## config.mk

```make
export PLATFORM = sky130hd
export DESIGN_NAME = lock_code_sender
export DESIGN_NICKNAME = d
export VERILOG_FILES = /design/src/rtl/lock_code_sender_pkg.sv /design/src/rtl/lock_code_sender_hold.sv /design/src/rtl/lock_code_sender.sv
export SDC_FILE = /design/constraint.sdc
export NUM_CORES = 1
export LEC_CHECK = 0
export CORE_MARGIN = 2
export CORE_UTILIZATION = 25
export DETAILED_ROUTE_END_ITERATION = 10
export PLACE_DENSITY = 0.45
export SLEW_MARGIN = 25
export SYNTH_ARGS = -nofsm -noshare
export SYNTH_HDL_FRONTEND = slang
export SYNTH_HIERARCHICAL = 1
export SYNTH_SLANG_ARGS = --single-unit
```

## constraint.sdc

```tcl
create_clock -name i_clk -period 5.4 [get_ports i_clk]
set_clock_uncertainty 0.05 [all_clocks]
set_input_delay 0.54 -clock i_clk [delete_from_list [all_inputs] [get_ports i_clk]]
set_output_delay 0.54 -clock i_clk [all_outputs]
set_load 0.03 [all_outputs]
```

## src/rtl/lock_code_sender_pkg.sv

```systemverilog
// Shared definitions for the one-hot button-code interface between the
// code sender and the combination-lock FSM: button codes and state encoding.
package lock_code_sender_pkg;

    // One-hot button codes as seen on the lock's din bus
    localparam logic [3:0] B0 = 4'b0001;
    localparam logic [3:0] B1 = 4'b0010;
    localparam logic [3:0] B2 = 4'b0100;
    localparam logic [3:0] B3 = 4'b1000;

    // Sender FSM state encoding
    localparam logic [1:0] ST_IDLE      = 2'd0;
    localparam logic [1:0] ST_SEND_SEQ  = 2'd1;
    localparam logic [1:0] ST_SEND_LOCK = 2'd2;
    localparam logic [1:0] ST_FINISH    = 2'd3;

    // A zero step code marks the end of a shortened unlock sequence
    function automatic logic is_end_code(input logic [3:0] code);
        return (code == 4'b0000);
    endfunction

endpackage

```

## src/rtl/lock_code_sender_hold.sv

```systemverilog
// hold_timer: down-counter that measures how long one code stays on din.
// Loading sets it to HOLD_CYCLES-1; expire is high during the last hold cycle.
module hold_timer #(
    parameter int HOLD_CYCLES = 25_000_000,
    parameter int CNT_W       = $clog2(HOLD_CYCLES + 1)
) (
    input  logic i_clk,
    input  logic i_rst_n,
    input  logic i_load,
    output logic o_expire
);

    localparam logic [CNT_W-1:0] CNT_ZERO   = CNT_W'(0);
    localparam logic [CNT_W-1:0] CNT_ONE    = CNT_W'(1);
    localparam logic [CNT_W-1:0] CNT_RELOAD = CNT_W'(HOLD_CYCLES - 1);

    logic [CNT_W-1:0] r_cnt;

    // Reload on each new code, otherwise count down and rest at zero
    always_ff @(posedge i_clk or negedge i_rst_n) begin
        if (!i_rst_n) begin
            r_cnt <= CNT_ZERO;
        end else if (i_load) begin
            r_cnt <= CNT_RELOAD;
        end else if (r_cnt != CNT_ZERO) begin
            r_cnt <= r_cnt - CNT_ONE;
        end else begin
            r_cnt <= r_cnt;
        end
    end

    assign o_expire = (r_cnt == CNT_ZERO);

endmodule

```

## src/rtl/lock_code_sender.sv

```systemverilog
// lock_code_sender: plays a stored unlock sequence, or the single lock code
// B0, onto the lock's one-hot din bus. Codes abut with no zero gap because the
// lock drops back to idle whenever din is zero. All outputs are registered.
module lock_code_sender
    import lock_code_sender_pkg::*;
#(
    parameter int STEPS       = 3,
    parameter int HOLD_CYCLES = 25_000_000,
    parameter int CNT_W       = $clog2(HOLD_CYCLES + 1),
    localparam int IDX_W      = $clog2(STEPS + 1)
) (
    input  logic                 i_clk,
    input  logic                 i_rst_n,
    input  logic                 i_start,
    input  logic                 i_lock_req,
    input  logic [4*STEPS-1:0]   i_code_seq,
    output logic [3:0]           o_din,
    output logic                 o_busy,
    output logic                 o_done,
    output logic [IDX_W-1:0]     o_step_idx
);

    localparam logic [IDX_W-1:0] IDX_ZERO = IDX_W'(0);
    localparam logic [IDX_W-1:0] IDX_ONE  = IDX_W'(1);
    localparam logic [IDX_W-1:0] IDX_LAST = IDX_W'(STEPS - 1);

    // Registered state; r_seq holds the codes still to be sent after the
    // one currently on din, next code in bits [3:0].
    logic [1:0]           r_state;
    logic [3:0]           r_din;
    logic                 r_busy;
    logic                 r_done;
    logic [IDX_W-1:0]     r_idx;
    logic [4*STEPS-1:0]   r_seq;

    logic [1:0]           w_state;
    logic [3:0]           w_din;
    logic                 w_busy;
    logic                 w_done;
    logic [IDX_W-1:0]     w_idx;
    logic [4*STEPS-1:0]   w_seq;
    logic                 w_load;
    logic                 w_expire;

    hold_timer #(
        .HOLD_CYCLES (HOLD_CYCLES),
        .CNT_W       (CNT_W)
    ) u_hold_timer (
        .i_clk    (i_clk),
        .i_rst_n  (i_rst_n),
        .i_load   (w_load),
        .o_expire (w_expire)
    );

    // Next-state and next-output logic; outputs are computed for the coming
    // cycle so that the registers present them without an extra delay
    always_comb begin
        w_state = r_state;
        w_din   = r_din;
        w_busy  = r_busy;
        w_done  = 1'b0;
        w_idx   = r_idx;
        w_seq   = r_seq;
        w_load  = 1'b0;
        case (r_state)
            ST_IDLE: begin
                w_din  = 4'b0000;
                w_busy = 1'b0;
                w_idx  = IDX_ZERO;
                if (i_lock_req) begin
                    // lock_req beats a simultaneous start
                    w_state = ST_SEND_LOCK;
                    w_din   = B0;
                    w_busy  = 1'b1;
                    w_load  = 1'b1;
                end else if (i_start) begin
                    w_seq = i_code_seq >> 4'd4;
                    if (is_end_code(i_code_seq[3:0])) begin
                        // empty sequence: nothing to drive, report done
                        w_state = ST_FINISH;
                        w_done  = 1'b1;
                    end else begin
                        w_state = ST_SEND_SEQ;
                        w_din   = i_code_seq[3:0];
                        w_busy  = 1'b1;
                        w_load  = 1'b1;
                    end
                end else begin
                    w_state = ST_IDLE;
                end
            end
            ST_SEND_SEQ: begin
                if (w_expire) begin
                    if ((r_idx == IDX_LAST) || is_end_code(r_seq[3:0])) begin
                        w_state = ST_FINISH;
                        w_din   = 4'b0000;
                        w_busy  = 1'b0;
                        w_done  = 1'b1;
                        w_idx   = IDX_ZERO;
                    end else begin
                        // next step abuts the current one on din
                        w_din  = r_seq[3:0];
                        w_seq  = r_seq >> 4'd4;
                        w_idx  = r_idx + IDX_ONE;
                        w_load = 1'b1;
                    end
                end else begin
                    w_state = ST_SEND_SEQ;
                end
            end
            ST_SEND_LOCK: begin
                if (w_expire) begin
                    w_state = ST_FINISH;
                    w_din   = 4'b0000;
                    w_busy  = 1'b0;
                    w_done  = 1'b1;
                    w_idx   = IDX_ZERO;
                end else begin
                    w_state = ST_SEND_LOCK;
                end
            end
            ST_FINISH: begin
                w_state = ST_IDLE;
                w_din   = 4'b0000;
                w_busy  = 1'b0;
                w_idx   = IDX_ZERO;
            end
            default: begin
                w_state = ST_IDLE;
                w_din   = 4'b0000;
                w_busy  = 1'b0;
                w_idx   = IDX_ZERO;
                w_seq   = '0;
            end
        endcase
    end

    // State and output registers; reset clears din without waiting for a clock
    always_ff @(posedge i_clk or negedge i_rst_n) begin
        if (!i_rst_n) begin
            r_state <= ST_IDLE;
            r_din   <= 4'b0000;
            r_busy  <= 1'b0;
            r_done  <= 1'b0;
            r_idx   <= IDX_ZERO;
            r_seq   <= '0;
        end else begin
            r_state <= w_state;
            r_din   <= w_din;
            r_busy  <= w_busy;
            r_done  <= w_done;
            r_idx   <= w_idx;
            r_seq   <= w_seq;
        end
    end

    assign o_din      = r_din;
    assign o_busy     = r_busy;
    assign o_done     = r_done;
    assign o_step_idx = r_idx;

endmodule

```

==> impl_results.md, run 1 <==
* Largest net degree at the start of global routing at 44
* DRT antenna net count at 0
* Final Instance Area at 2860 sq um
* Die Ht at approximately 100 microns
* Clock share of power at 0.212
* Global placer's final weighted congestion at roughly 0.73
* Yosys top cell area share at 0.446
* Synth cell types at 50
* Most frequent cell after synthesis: dfrtp_1
* Num CTS Buffers at 5
* Post-Place Setup Slack at 2.49 ns
* Crit Path Max Fanout at 32
* Die Span X at 102 microns
* Crit start category: flop
* Register area share after synthesis at 0.446
* Antenna Cells at 0
* Starting DRT DRC Count at 77
* Final setup viols at 0
* Syn Nets at 274
* Worst path top cell family by delay: simple AND/OR/NAND/NOR gates
* Clock sink total at 43
* Final worst slack at 2.51 ns
* R2R Setup Slk at between 2 and 3 ns
* Worst-path clk slew at ~0.09 ns
* Net count, final at 294
* Setup repair after global routing missed its margin: false
* Post-synthesis average cell area at 9.47 sq um
* Commonest cells post-synth: dfrtp_1, nor2_1, a21oi_1
* Sum Neg Setup Slack at 0 ns
* Global-route wire length before repair at roughly 9400 microns
* Design Power at between 0.9 and 1 mW
* Worst reg2reg path depth at 9
* Max-slew headroom at 0.427
* Aggregate global routing overflow at 0
* Min cycle time layout at between 2 and 3 ns
* FF+latch count, synth at 43
* Busiest grt layer: met2
* Global Route Usage Sum at 0.113
* Post-layout util at 0.307
* Initial antenna violation count at 0
* Ys Warns at 6
* Layout cell share with drive strength beyond 1 at 0.0978
* PwrDens at approximately 350 nW/um^2
* WL final at approximately 5500 microns
* Sw Pwr at between 0.3 and 0.4 mW
* Cells after synthesis at between 200 and 300
* Fillers at between 900 and 1k
* Ys flop type: dfrtp_1
* Placed cells at a little under 400
* P_leak at about 1.0 nW
* CTS root buffer: clkbuf_8
* Worst-skew pair later-pin latency at 0.30 ns
* Final period utilization at 0.535
* Post-Syn Area at 2410 sq um
* Largest area contributor in the netlist: dfrtp_1
* Status: finished clean
* Sequential power share at 0.496
* Worst VDD drop at between 0.1 and 0.15 mV
* GR Layer Usage met3 at 0.0233
* Area Overhead vs Synth at 18.5%
* Footprint of the multi-input gates at ~1300 sq um
* Ports at 24
* Routing usage on met2 at 0.176
* Synth top area cells: dfrtp_1, a21oi_1, nor2_1
* Hold Buf Count CTS at 0
* Worst setup EP type: flop
* Slowest cell on crit path: nor4_1
* Critical path data required time at 5.54 ns
* TritonCTS clock tree: built
* Max-slew violation total from the final report at 0
* Post-synth ARST share at 1.00
* Max stage delay on crit path at 0.52 ns
* Slew @ Worst Pin at roughly 0.86 ns
* Die ar. at roughly 10000 sq um
* Core Footprint at around 9300 sq um
* Total area of sequential cells at ~1100 sq um
* Comb pwr share at 0.292
* Min-Delay Path Class: input pin to async pin
* Clock buffer depth at 2
* H-Tree Depth at 2
* Hold WS at 0.182 ns
* Detailed placement HPWL at about 3800 microns
* WS Path Type: flop to flop
* Router iterations before antenna repair at 4
* Final Non-Filler Cells at between 400 and 500
* Port Buffers at 23
* Met1 usage at 0.162
* Max Cap Violations at 0
* Num rows at 35
* Placed inst area at 2770 sq um
* Switching share of total power at 0.358
* Starting Density at 0.259
* Vias/cell at between 4 and 5
* Cell mode on critical path: buf_4
* Post-synth EDFFs at 0
* Vias in the first global route at 1903
* Average routed wire per standard cell at 13.5 microns
* CP bufs+invs at 2
* Crit path depth at 9
* Fmax at 346 MHz
* Setup bufs post-CTS at 0
* Internal power at about 0.64 mW
* Ordered list of cells on the worst path: nor4_1 -> nand2_1 -> nor4_2 -> buf_4 -> nand3_1 -> a21oi_2 -> buf_4 -> nor2b_1 -> mux2_2
* Drt drc at 0
* # resized after CTS at 0
* Critical path arrival at 3.02 ns
* Vias at about 1.9k
* Hold Fails Final Rpt at 0
routing by layer:
metal / vias up / wire length, microns
met4: 0 / 27
met3: 3 / 186
li1: 973 / -
met2: 39 / 2380
met5: - / 0
met1: 930 / 2860
state kept, by name (all words and copies together), names as in the netlist:
register,flops
r_state,2
r_seq,8
o_done,1
o_din,4
u_hold_timer/r_cnt,25
o_busy,1
o_step_idx,2
final timing paths:
path / startpoint / end
worst max-delay path: u_hold_timer/r_cnt[17]$_DFFE_PN0P_ / u_hold_timer/r_cnt[23]$_DFFE_PN0P_
worst min-delay path: i_rst_n / u_hold_timer/r_cnt[16]$_DFFE_PN0P_
worst max register to register: u_hold_timer/r_cnt[17]$_DFFE_PN0P_ / u_hold_timer/r_cnt[23]$_DFFE_PN0P_
worst min register to register: o_step_idx[0]$_DFFE_PN0P_ / o_step_idx[0]$_DFFE_PN0P_
max in group asynchronous: i_rst_n / u_hold_timer/r_cnt[2]$_DFFE_PN0P_
min in group i_clk: o_step_idx[0]$_DFFE_PN0P_ / o_step_idx[0]$_DFFE_PN0P_
cell families (layout without fill, tap and decap cells):
logic type,after synthesis,after routing,share of synthesized area
mux,9,9,0.0378
buf+inv,20,41,0.0352
fa+ha+maj,3,3,0.0155
xor+xnor,8,8,0.0290
flops,43,43,0.446
simple gates,111,111,0.265
compound gates,61,61,0.172
area by class of cell:
class                           count  area share
Multi-Input combinational cell    192       0.441
Sequential cell                    43       0.376
Timing Repair Buffer               25      0.0848
Tap cell                          129      0.0564
Clock buffer                        5      0.0240
Inverter                            8      0.0105
Clock inverter                      3     0.00699
power groups by stage:
stage,registers [mW],logic (mW),clock network [mW]
6_report,0.492,0.290,0.210
5_1_grt,0.508,0.329,0.234
4_1_cts,0.492,0.293,0.221
3_5_place_dp,0.497,0.293,0
3_3_place_gp,0.499,0.288,0
2_1_floorplan,0.498,0.191,0
placed cells by master (no fill, tap or decap), drive strengths merged, types with 2 or more instances in the layout:
master          n
nor4b           2
o21bai          2
mux2i           8
nor3            7
o31ai           3
nand3b          2
clkbuf          5
dfrtp          43
nor2           25
or4             2
nor4           15
nand2b         11
ha              3
nor3b           2
or2             5
a21oi          19
nor2b          10
clkinvlp        2
xnor2           2
a221oi          4
or3            10
or4b            3
a22oi           3
o21ai          15
inv             8
nand2          13
a22o            5
buf             3
xor2            6
clkdlybuf4s50  22
(Power assumes the default switching activity.)
==> inputs of run 2 (changes only) <==
Settings changed: PLACE_DENSITY 0.45 to 0.47.
Clock period 5.4 ns to 2.35 ns, I/O delays scaled along.
==> impl_results.md, run 2 (synthesis results as in run 1) <==
* Status: finished clean
* Drt drc at 0
* Worst-skew pair later-pin latency at roughly 0.30 ns
* Final Instance Area at approximately 3300 sq um
* Reg with most FFs: u_hold_timer/r_cnt
* Most frequent cells in the layout: dfrtp_1, buf_4, nor2_1
* Clock buffer depth at 2
* Detailed placement HPWL at 4370 microns
* Core Footprint at about 9300 sq um
* Fmax at between 400 and 500 MHz
* Global placer's final weighted congestion at ~0.77
* Design Power at approximately 2.6 mW
* Initial antenna violation count at 0
* Clock sink total at between 40 and 50
* WL final at about 6000 microns
* Max Cap Violations at 0
* Ports at 24
* RR Startpoint: u_hold_timer/r_cnt[9]$_DFFE_PN0P_
* Final Non-Filler Cells at 440
* Worst VDD drop at roughly 0.31 mV
* Critical path origin: u_hold_timer/r_cnt[9]$_DFFE_PN0P_
* Largest net degree at the start of global routing at 31
* Aggregate global routing overflow at 0
* Critical R2R Capture: u_hold_timer/r_cnt[20]$_DFFE_PN0P_
* Antenna Cells at 0
* PwrDens at roughly 780 nW/um^2
* Starting DRT DRC Count at just over 100
* Global Route Usage Sum at 0.125
* Max-slew violation total from the final report at 0
* Most common cell after layout, fill and taps aside: dfrtp_1
* Placed cells at about 430
* Vias/cell at between 4 and 5
* Area Overhead vs Synth at 36.5%
* R2R Setup Slk at 0.02 ns
* Starting Density at 0.259
* Crit Path Max Fanout at 5
* Num rows at 35
* Vias at 2109
* Final setup viols at 0
* P_leak at ~1.2 nW
* Crit start category: flop
* Router iterations before antenna repair at 4
* Min cycle time layout at 2.33 ns
* Worst setup EP type: flop
* Critical path arrival at ~2.5 ns
* Worst reg2reg path depth at 5
* Hold Fails Final Rpt at 0
* Vias in the first global route at 2136
* Placed inst area at approximately 3000 sq um
* Worst-path clk slew at roughly 0.090 ns
* Fillers at ~950
* Port Buffers at 23
* Die ar. at between 10000 and 15000 sq um
* Die Ht at 102 microns
* Hold WS at 0.313 ns
* H-Tree Depth at 2
* Max-slew headroom at 0.324
* Average routed wire per standard cell at approximately 14 microns
* TritonCTS clock tree: built
* DRT antenna net count at 0
* WS Path Type: flop to flop
* Min-Delay Path Class: input pin to async pin
* Die Span X at around 100 microns
* Slew @ Worst Pin at around 1.0 ns
* Post-layout util at 0.353
* Global-route wire length before repair at just over 10000 microns
* Num CTS Buffers at 5
* Net count, final at approximately 330
* CTS root buffer: clkbuf_8
* Final period utilization at 0.990
* Max FFs per register at 25
* Critical path data required time at about 2.5 ns
* Setup repair after global routing missed its margin: true
* Layout cell share with drive strength beyond 1 at 0.254
[run 2: cell types whose count changed in the layout (fill, tap and decap cells not counted), sizes merged]
cell / previous run / this run
dlygate4sd3: 0 / 1
clkinvlp: 2 / 1
buf: 3 / 37
clkbuf: 5 / 6
[run 2: cell type report]
class	instances	area [sq um]	share of cell area
clock buffer	6	82.6	0.0251
clock inverter	2	16.3	0.00494
inverter	8	30.0	0.00911
multi-input combinational	192	1410	0.428
sequential	43	1080	0.327
tap	129	161	0.0490
timing repair buffer	60	517	0.157
[run 2: worst max-delay path, cell delays in order, from the launching register on]
cell	delay [ns]
dfrtp_2	0.45
or4_4	0.53
nor4_4	0.37
o311ai_4	0.16
or4b_1	0.51
mux2i_1	0.14
[run 2: worst max path at each step]
stage,endpoint,cells past startpoint
after detailed placement,u_hold_timer/r_cnt[20]$_DFFE_PN0P_,5
after global routing,u_hold_timer/r_cnt[20]$_DFFE_PN0P_,5
after CTS,u_hold_timer/r_cnt[20]$_DFFE_PN0P_,5
final,u_hold_timer/r_cnt[20]$_DFFE_PN0P_,5
after floorplan,u_hold_timer/r_cnt[23]$_DFFE_PN0P_,11
after global placement,u_hold_timer/r_cnt[20]$_DFFE_PN0P_,5
[run 2: layer usage]
layer	global-route usage	vias up	part of all wire
met4	0.0472	0	0.014
met1	0.166	1024	0.49
met3	0.0253	11	0.034
met5	0	-	0
li1	-	1036	-
met2	0.202	38	0.46
[run 2: power breakdown]
| part | switching, mW | internal, mW | total (mW) |
|---|---|---|---|
| Combinational | 0.452 | 0.466 | 0.919 |
| Sequential | 0.188 | 0.933 | 1.12 |
| Clock | 0.277 | 0.240 | 0.518 |
[run 2: repair_timing]
item	CTS	global route
pin swaps	2	7
hold endpoints to repair	13	0
hold buffers	1	0
buffers inserted	0	4
setup endpoints to repair	1	28
resized for setup	4	19
[run 2: through the flow]
stage / setup WS, ns / setup TNS [ns]
finish: 0.0231 / 0
global route: -0.0571 / -0.164
CTS: 0.0194 / 0
detailed placement: -0.0241 / -0.0241
global placement: 0.0426 / 0
floorplan: 0.0245 / 0
==> inputs of run 3 (changes only) <==
Settings changed: ABC_CLOCK_PERIOD_IN_PS set to 2350, CAP_MARGIN set to 10, CTS_BUF_LIST set to sky130_fd_sc_hd__clkbuf_2 sky130_fd_sc_hd__clkbuf_4 sky130_fd_sc_hd__clkbuf_8.
==> results of run 3 <==
No change in the layout: final DEF, timing and power equal those of run 2.
